==> src/rtl/platform_scroller.sv <==
// platform_scroller: vertical scroll engine for the platform field.
//   Once per frame it shifts every platform row down by a clamped scroll
//   amount, then walks the rows one per cycle and recycles any row that has
//   fallen past the bottom back to the top with a fresh random pattern.
// Ports:
//   clk, rst           clock, asynchronous active-high reset
//   frame_start        one-cycle per-frame request, samples scroll_amount
//   scroll_amount[4:0] requested downward scroll in pixels
//   random[15:0]       LFSR bits; low COLS bits become a recycled row pattern
//   row_y              signed 11-bit top y per row
//   row_active         per-platform enables per row
//   busy               update in progress
//   frame_done         one-cycle pulse at end of each accepted update
//   overrun            sticky: frame_start seen while busy
//   score              saturating total of pixels scrolled

// Per-row state: y position and platform pattern for one row.
module platform_scroller_row #(
  parameter int                ROWS         = 31,
  parameter int                COLS         = 3,
  parameter int                ROW_PITCH    = 30,
  parameter int                BOTTOM_LIMIT = 768,
  parameter logic signed [10:0] INIT_Y      = '0,
  parameter logic [COLS-1:0]   INIT_ACT     = '0
) (
  input  logic                clk,
  input  logic                rst,
  input  logic                shift_en,
  input  logic [4:0]          amt,
  input  logic                rec_en,
  input  logic [COLS-1:0]     pattern,
  output logic signed [10:0]  y,
  output logic [COLS-1:0]     active
);
  localparam logic signed [10:0] LIMIT = 11'(BOTTOM_LIMIT);
  localparam logic signed [10:0] WRAP  = 11'(ROWS * ROW_PITCH);

  always_ff @(posedge clk or posedge rst) begin
    if (rst) begin
      y      <= INIT_Y;
      active <= INIT_ACT;
    end else if (shift_en) begin
      y <= y + $signed({6'b0, amt});
    end else if (rec_en && (y >= LIMIT)) begin
      y      <= y - WRAP;
      active <= pattern;
    end
  end
endmodule

module platform_scroller #(
  parameter int ROWS         = 31,
  parameter int COLS         = 3,
  parameter int ROW_PITCH    = 30,
  parameter int TOP_Y        = -162,
  parameter int BOTTOM_LIMIT = 768,
  parameter int MAX_STEP     = 16
) (
  input  logic                       clk,
  input  logic                       rst,
  input  logic                       frame_start,
  input  logic [4:0]                 scroll_amount,
  input  logic [15:0]                random,
  output logic [ROWS-1:0][10:0]      row_y,
  output logic [ROWS-1:0][COLS-1:0]  row_active,
  output logic                       busy,
  output logic                       frame_done,
  output logic                       overrun,
  output logic [15:0]                score
);
  localparam int PW = (ROWS > 1) ? $clog2(ROWS) : 1;
  // Middle column only: guarantees a recycled row is always reachable.
  localparam logic [COLS-1:0] MID = COLS'(1) << (COLS / 2);

  typedef enum logic [1:0] {IDLE, SHIFT, RECYCLE, DONE} state_t;

  state_t          state_q, state_d;
  logic [PW-1:0]   ptr_q;
  logic [4:0]      amt_q;
  logic [4:0]      amt_clamped;
  logic [COLS-1:0] pattern;
  logic [16:0]     score_sum;
  logic            unused_random;

  assign amt_clamped = (scroll_amount > 5'(MAX_STEP)) ? 5'(MAX_STEP) : scroll_amount;
  assign pattern     = (random[COLS-1:0] == '0) ? MID : random[COLS-1:0];
  assign score_sum   = {1'b0, score} + {12'b0, amt_q};
  assign unused_random = ^random[15:COLS];

  // next-state logic
  always_comb begin
    state_d = state_q;
    case (state_q)
      IDLE:    if (frame_start) state_d = (amt_clamped != '0) ? SHIFT : DONE;
      SHIFT:   state_d = RECYCLE;
      RECYCLE: if (ptr_q == PW'(ROWS - 1)) state_d = DONE;
      DONE:    state_d = IDLE;
      default: state_d = IDLE;
    endcase
  end

  always_ff @(posedge clk or posedge rst) begin
    if (rst) state_q <= IDLE;
    else     state_q <= state_d;
  end

  // datapath / registered status outputs
  always_ff @(posedge clk or posedge rst) begin
    if (rst) begin
      ptr_q      <= '0;
      amt_q      <= '0;
      score      <= '0;
      busy       <= 1'b0;
      frame_done <= 1'b0;
      overrun    <= 1'b0;
    end else begin
      busy       <= (state_d != IDLE);
      frame_done <= (state_d == DONE);
      if (state_q == IDLE && frame_start) amt_q <= amt_clamped;
      if (state_q != IDLE && frame_start) overrun <= 1'b1;
      if (state_q == SHIFT) begin
        ptr_q <= '0;
        score <= score_sum[16] ? 16'hFFFF : score_sum[15:0];
      end else if (state_q == RECYCLE) begin
        ptr_q <= ptr_q + PW'(1);
      end
    end
  end

  for (genvar i = 0; i < ROWS; i++) begin : g_row
    platform_scroller_row #(
      .ROWS(ROWS), .COLS(COLS), .ROW_PITCH(ROW_PITCH), .BOTTOM_LIMIT(BOTTOM_LIMIT),
      .INIT_Y(11'(TOP_Y + i * ROW_PITCH)),
      .INIT_ACT((i % 2 == 0) ? MID : '0)
    ) u_row (
      .clk      (clk),
      .rst      (rst),
      .shift_en (state_q == SHIFT),
      .amt      (amt_q),
      .rec_en   (state_q == RECYCLE && ptr_q == PW'(i)),
      .pattern  (pattern),
      .y        (row_y[i]),
      .active   (row_active[i])
    );
  end
endmodule

==> config.mk <==
export PLATFORM = sky130hd
export DESIGN_NAME = platform_scroller
export DESIGN_NICKNAME = d
export VERILOG_FILES = /design/src/rtl/platform_scroller.sv
export SDC_FILE = /design/constraint.sdc
export NUM_CORES = 2
export LEC_CHECK = 0
export BUFFER_PORTS_ARGS = -buffer_cell sky130_fd_sc_hd__buf_2
export CORE_ASPECT_RATIO = 2
export CORE_MARGIN = 2
export CORE_UTILIZATION = 40
export CTS_CLUSTER_DIAMETER = 40
export DETAILED_ROUTE_END_ITERATION = 6
export MAX_ROUTING_LAYER = met4
export PLACE_DENSITY = 0.62
export SYNTH_ARGS = -nofsm -noshare
export SYNTH_HDL_FRONTEND = slang
export SYNTH_HIERARCHICAL = 1
export SYNTH_SLANG_ARGS = --single-unit
==> constraint.sdc <==
create_clock -name clk -period 2.9 [get_ports clk]
set_input_delay 0.29 -clock clk [delete_from_list [all_inputs] [get_ports clk]]
set_output_delay 0.29 -clock clk [all_outputs]
set_load 0.1 [all_outputs]
# == After elaboration in Yosys (flattened, before gate mapping) ==
# Cells that the tools add are included.
# word_totals
in_bits,24
out_inout_bits,453
regBits,465
word_cells,404
# classes
muxes,71
n_lt_le_gt_ge,32
reduce_logical,133
add_sub_neg,64
bitwise,1
eq_ne,34
# op_table
op,count
$mux 11,62
$add 11x6->11,31
$ge 11x11->1 const B,31
$sub 11x11->11 const B,31
$eq 5x5->1 const B,15
$reduce_bool 2->1,34
$logic_and 1x1->1,64
$reduce_and 2->1,31
$eq 5x4->1 const B,8
$eq 5x3->1 const B,4
$add 16x5->17,1
$mux 16,1
$mux 5,3
$eq 5x2->1 const B,2
$pmux 2 s4,1
$eq 2x2->1 const B,3
$mux 2,3
$add 5x1->5 const B,1
$eq 5x1->1 const B,1
$gt 5x5->1 const B,1
$logic_not 5->1,1
$reduce_bool 5->1,1
$logic_not 3->1,1
$mux 3,1
other kinds (3),3

# == Logic depth before layout (Yosys ltp) ==
# depth
depth_word,7
depth_mapped,10

# == Modules after synthesis ==
# Netlist, hierarchy kept.
# by_module_without_submodules
mod,cells_per_inst,seq_area_each_um2,area_per_inst_um2,n_inst
platform_scroller_row at g_row[10].u_row ...,103,355.3,1034.7,6
platform_scroller_row at g_row[16].u_row ...,103,359.1,1038.5,5
platform_scroller_row at g_row[24].u_row ...,103,357.8,1037.2,4
platform_scroller_row at g_row[12].u_row ...,103,356.6,1036.0,4
platform_scroller_row at g_row[11].u_row ...,103,354.1,1033.5,4
platform_scroller_row at g_row[1].u_row ...,103,360.3,1039.7,3
platform_scroller_row at g_row[15].u_row ...,103,352.8,1032.2,3
platform_scroller_row at g_row[0].u_row ...,103,361.6,1041.0,2
platform_scroller,217,775.7,1980.6,1

# == Worst setup path before layout ==
# Ideal clock, no wire load.
# synth_timing
path_kind,register to register
from,register amt_q[1]
to,register score[13]
path_stages_with_launch,7
period_less_slack_ns,2.901
arrival_ns,2.773
setup_slack_ns,-0.001
n_path_buf,0
setup_ns,0.129
cell_sequence,dfrtp_1 -> ha_1 -> a21o_1 -> a311oi_4 -> nor3_4 -> nand3_1 -> mux2_1
# synth_between
elab_chain_len,2
# synth_rtl
element,line,rtl
from (decl),79,logic [4:0] amt_q;
from (signal assigned),119,if (state_q == IDLE && frame_start) amt_q <= amt_clamped;
$add 16x5->17,87,"assign score_sum = {1'b0, score} + {12'b0, amt_q};"
$mux 16,123,score <= score_sum[16] ? 16'hFFFF : score_sum[15:0];
to (signal assigned),123,
to (decl),69,output logic [15:0] score
# No other way between the ends.
# A chain may end at the register's enable or synchronous reset.

# == Worst setup path in the final report ==
# layout_timing
from,register state_q[0]
to,register g_row[22].u_row.y[8]
# layout_between
elab_chain_len,4
# layout_rtl
element,line,rtl
from (decl),77,"state_t state_q, state_d;"
from (signal assigned),104,else state_q <= state_d;
$eq 2x2->1,140,".rec_en (state_q == RECYCLE && ptr_q == PW'(i)),"
$logic_and 1x1->1,140,
$logic_and 1x1->1,44,end else if (rec_en && (y >= LIMIT)) begin
$reduce_bool 2->1 (no line),-,
to (signal assigned),43,"y <= y + $signed({6'b0, amt});"
to (signal assigned),45,y <= y - WRAP;
to (decl),32,"output logic signed [10:0] y,"
# Parallel ways exist; a longest one is shown, timed or not.

==> flow_summary_export.csv <==
group,metric,value,unit
outcome,status,"completed",
run,max_cap_viol_count,0,
timing,fin_crit_sh,94.1,%
synth,ys_seq_elements,465,
timing,tns,0,ns
route,wire_per_inst,20.9,um
placed_design,place_hpwl,80000,um
clock_tree,cts_max_level,3,
critical_path,crit_type,"register to register",
global_route,grt_pass1_wl,167000,um
global_route,grt_pass1_vias,30000,
critical_path,critical_path_peak_fanout,9,
route,wl_met3,6090,um
final_layout,multi_input_area,0.0207,mm^2
route,route.detailed.drc,0,
clock_tree,cts_tree,"done",
floorplanning,die_h,417,um
global_route,grt_use_total,24.9,%
clock_tree,clkLatencyLatePin,0.66,ns
timing,relSlewSlack,44.8,%
global_route,gr-total-overflow,0,
synth,ys_warn_count,6,
synth,synth_top_flop_cell,"dfrtp_1",
final_layout,mostFrequentLayoutCell,"buf_2",
route,vias,29100,
route,wl_met1,41700,um
synth,synth_cells,3410,
timing,max_freq,366,MHz
placed_design,place.gp.congestion,0.907,
timing,slew_viol_final,0,
synth,syn-num-nets,3696,
timing,fin_skew,0.0211,ns
final_layout,area_growth,19.1,%
route,drtAntennaViolNets,0,
floorplanning,start_util,40.3,%
final_layout,num-fill-cells,8080,
route,top_layer,"met4",
clock_tree,numCtsBuffers,68,
floorplanning,fp.dieW,210,um
timing,rsz0062_at_grt,"false",
timing,hold_violations,0,
timing,layout_min_cycle_time,2.73,ns
synth,ys_types,59,
route,drt_wl_total,107000,um
route,via_per_inst,5.69,
route,dr_wl_met2,55000,um
critical_path,crit_required,3.48,ns
floorplanning,dieArea,0.0878,mm^2
synth,syn_area,0.0341,mm^2
clock_tree,postCtsSetupBuffers,0,
global_route,grt_max_degree,37,
critical_path,arrival,3.31,ns
synth,synth_edf_count,0,
placed_design,io_buffers,463,
critical_path,start_kind,"register",
timing,worst_pin_slew,0.828,ns
final_layout,final_cell_mix,"buf_2 (463), dfrtp_1 (297), inv_1 (292), ha_1 (228), o21ai_0 (222)",
route,firstDrtPassIters,6,
synth,synth-seq-area-share,34.7,%
floorplanning,num_io_pins,477,
clock_tree,cts_sinks,465,
final_layout,regArea,0.0119,mm^2
synth,synthArstFlopShare,100,%
min_path,hp-class,"input port to async pin",
final_layout,fin_nets,4271,
clock_tree,clockBufferDepth,3,
critical_path,cp-end-kind,"register",
floorplanning,core-area,0.0846,mm^2
floorplanning,core.rowCount,151,
timing,setup_viol,0,
clock_tree,cts_root_buf,"clkbuf_16",
global_route,antenna_found_initial,3,
synth,syn_avg_cell_area,10.0,um^2
route,dr.first_iter.drc_count,1399,
final_layout,drive_gt1_share,31.4,%
clock_tree,clkTransAtPathRegs,0.06,ns
critical_path,reg2reg_depth,11,
Yosys cell counts (32+ instances only):
cell type  instances  area (um^2)
dfrtp_1          302         7560
xor2_1           125         1090
a31oi_1           34          213
a211oi_1          93          698
a21boi_0          62          465
ha_1             230         2880
and2_1            52          325
fa_1              32          641
a21o_1            36          270
o22ai_1           35          219
xnor2_1          157         1380
nand2_1          116          435
mux2_2           157         1770
nor3_1            38          190
o21bai_1          63          473
o32ai_1           63          552
o21ai_0          223         1120
buf_6             32          360
o21a_1            32          240
dfstp_2          163         4280
inv_1            292         1100
mux2i_1           95          951
a21oi_1          105          526
nor2_1           171          642
nand3_1          164          821
clkbuf_1          37          139
path summary, 6_finish.rpt:
check	from	to	slack, ns
min in group clk	overrun$_DFFE_PP0P_	overrun$_DFFE_PP0P_	0.47
hold / removal	rst	score[5]$_DFFE_PP0P_	0.14
max in group asynchronous	rst	g_row[19].u_row/y[2]$_DFFE_PP0P_	2.29
setup / recovery	state_q[0]$_DFF_PP0_	g_row[22].u_row/y[8]$_DFFE_PP1P_	0.17
setup reg to reg	state_q[0]$_DFF_PP0_	g_row[22].u_row/y[8]$_DFFE_PP1P_	0.17
hold reg to reg	overrun$_DFFE_PP0P_	overrun$_DFFE_PP0P_	0.47
cell type report:
class | count | area share (%)
multi-input combinational | 2583 | 51.0
clock inverter | 41 | 1.05
timing repair buffer | 575 | 8.20
antenna | 2 | 0.0123
sequential | 465 | 29.2
tap | 1071 | 3.30
inverter | 292 | 2.70
clock buffer | 84 | 4.56
state kept, by name, indices dropped and copies added, names as in the netlist:
signal and cells:
amt_q 5, g_row.u_row/active 93, frame_done 1, g_row.u_row/y 341, overrun 1, state_q 2, score 16, ptr_q 5
busy 1
critical path, cell delays in order, from the launching register on:
cell and delay, ns:
dfrtp_1 0.37, inv_1 0.08, ha_2 0.24, nand2_1 0.11, nor2_1 0.11, buf_4 0.18, and2_1 0.27, or3b_2 0.46
mux2i_1 0.23, nor2_2 0.16, a211oi_2 0.27, xor2_1 0.17
layer usage:
| layer | GRT usage (%) | vias to the layer above |
|---|---|---|
| met5 | - | - |
| met4 | 11.0 | 0 |
| met3 | 5.00 | 243 |
| met2 | 44.4 | 750 |
| met1 | 26.6 | 14400 |
| li1 | - | 13700 |
metrics by stage:
stage / std cells / util, % / instance area, um^2 / hold WS, ns / worst slack, ns
floorplan: 3410 / - / 34100 / 0.173 / 0.248
global placement: 4976 / 45.1 / 38200 / 0.440 / 0.158
detailed placement: 4976 / 45.1 / 38200 / 0.467 / 0.0812
CTS: 5111 / 48.0 / 40600 / 0.110 / 0.0594
global route: 5113 / 48.0 / 40600 / 0.176 / 0.00231
finish: 5113 / 48.0 / 40600 / 0.137 / 0.170
what timing repair did:
action | in CTS | in global routing
gates resized for setup | 0 | 8
endpoints found under the setup margin | 0 | 20
hold buffers | 10 | 0
hold endpoints to repair | 9 | 0
kinds of logic (layout without fill, tap and decap cells):
kind of cell | after synthesis | in the layout | synth area share, %
compound gates | 912 | 912 | 18.7
mux | 255 | 255 | 8.07
buf+inv | 362 | 992 | 4.69
xor+xnor | 282 | 282 | 7.24
other cells | 0 | 2 | 0
simple gates | 872 | 872 | 16.3
flops | 465 | 465 | 34.7
fa+ha+maj | 262 | 262 | 10.3
Power is not shown: default switching activity piles up to over one toggle a cycle in this logic, so the estimate is an artifact.
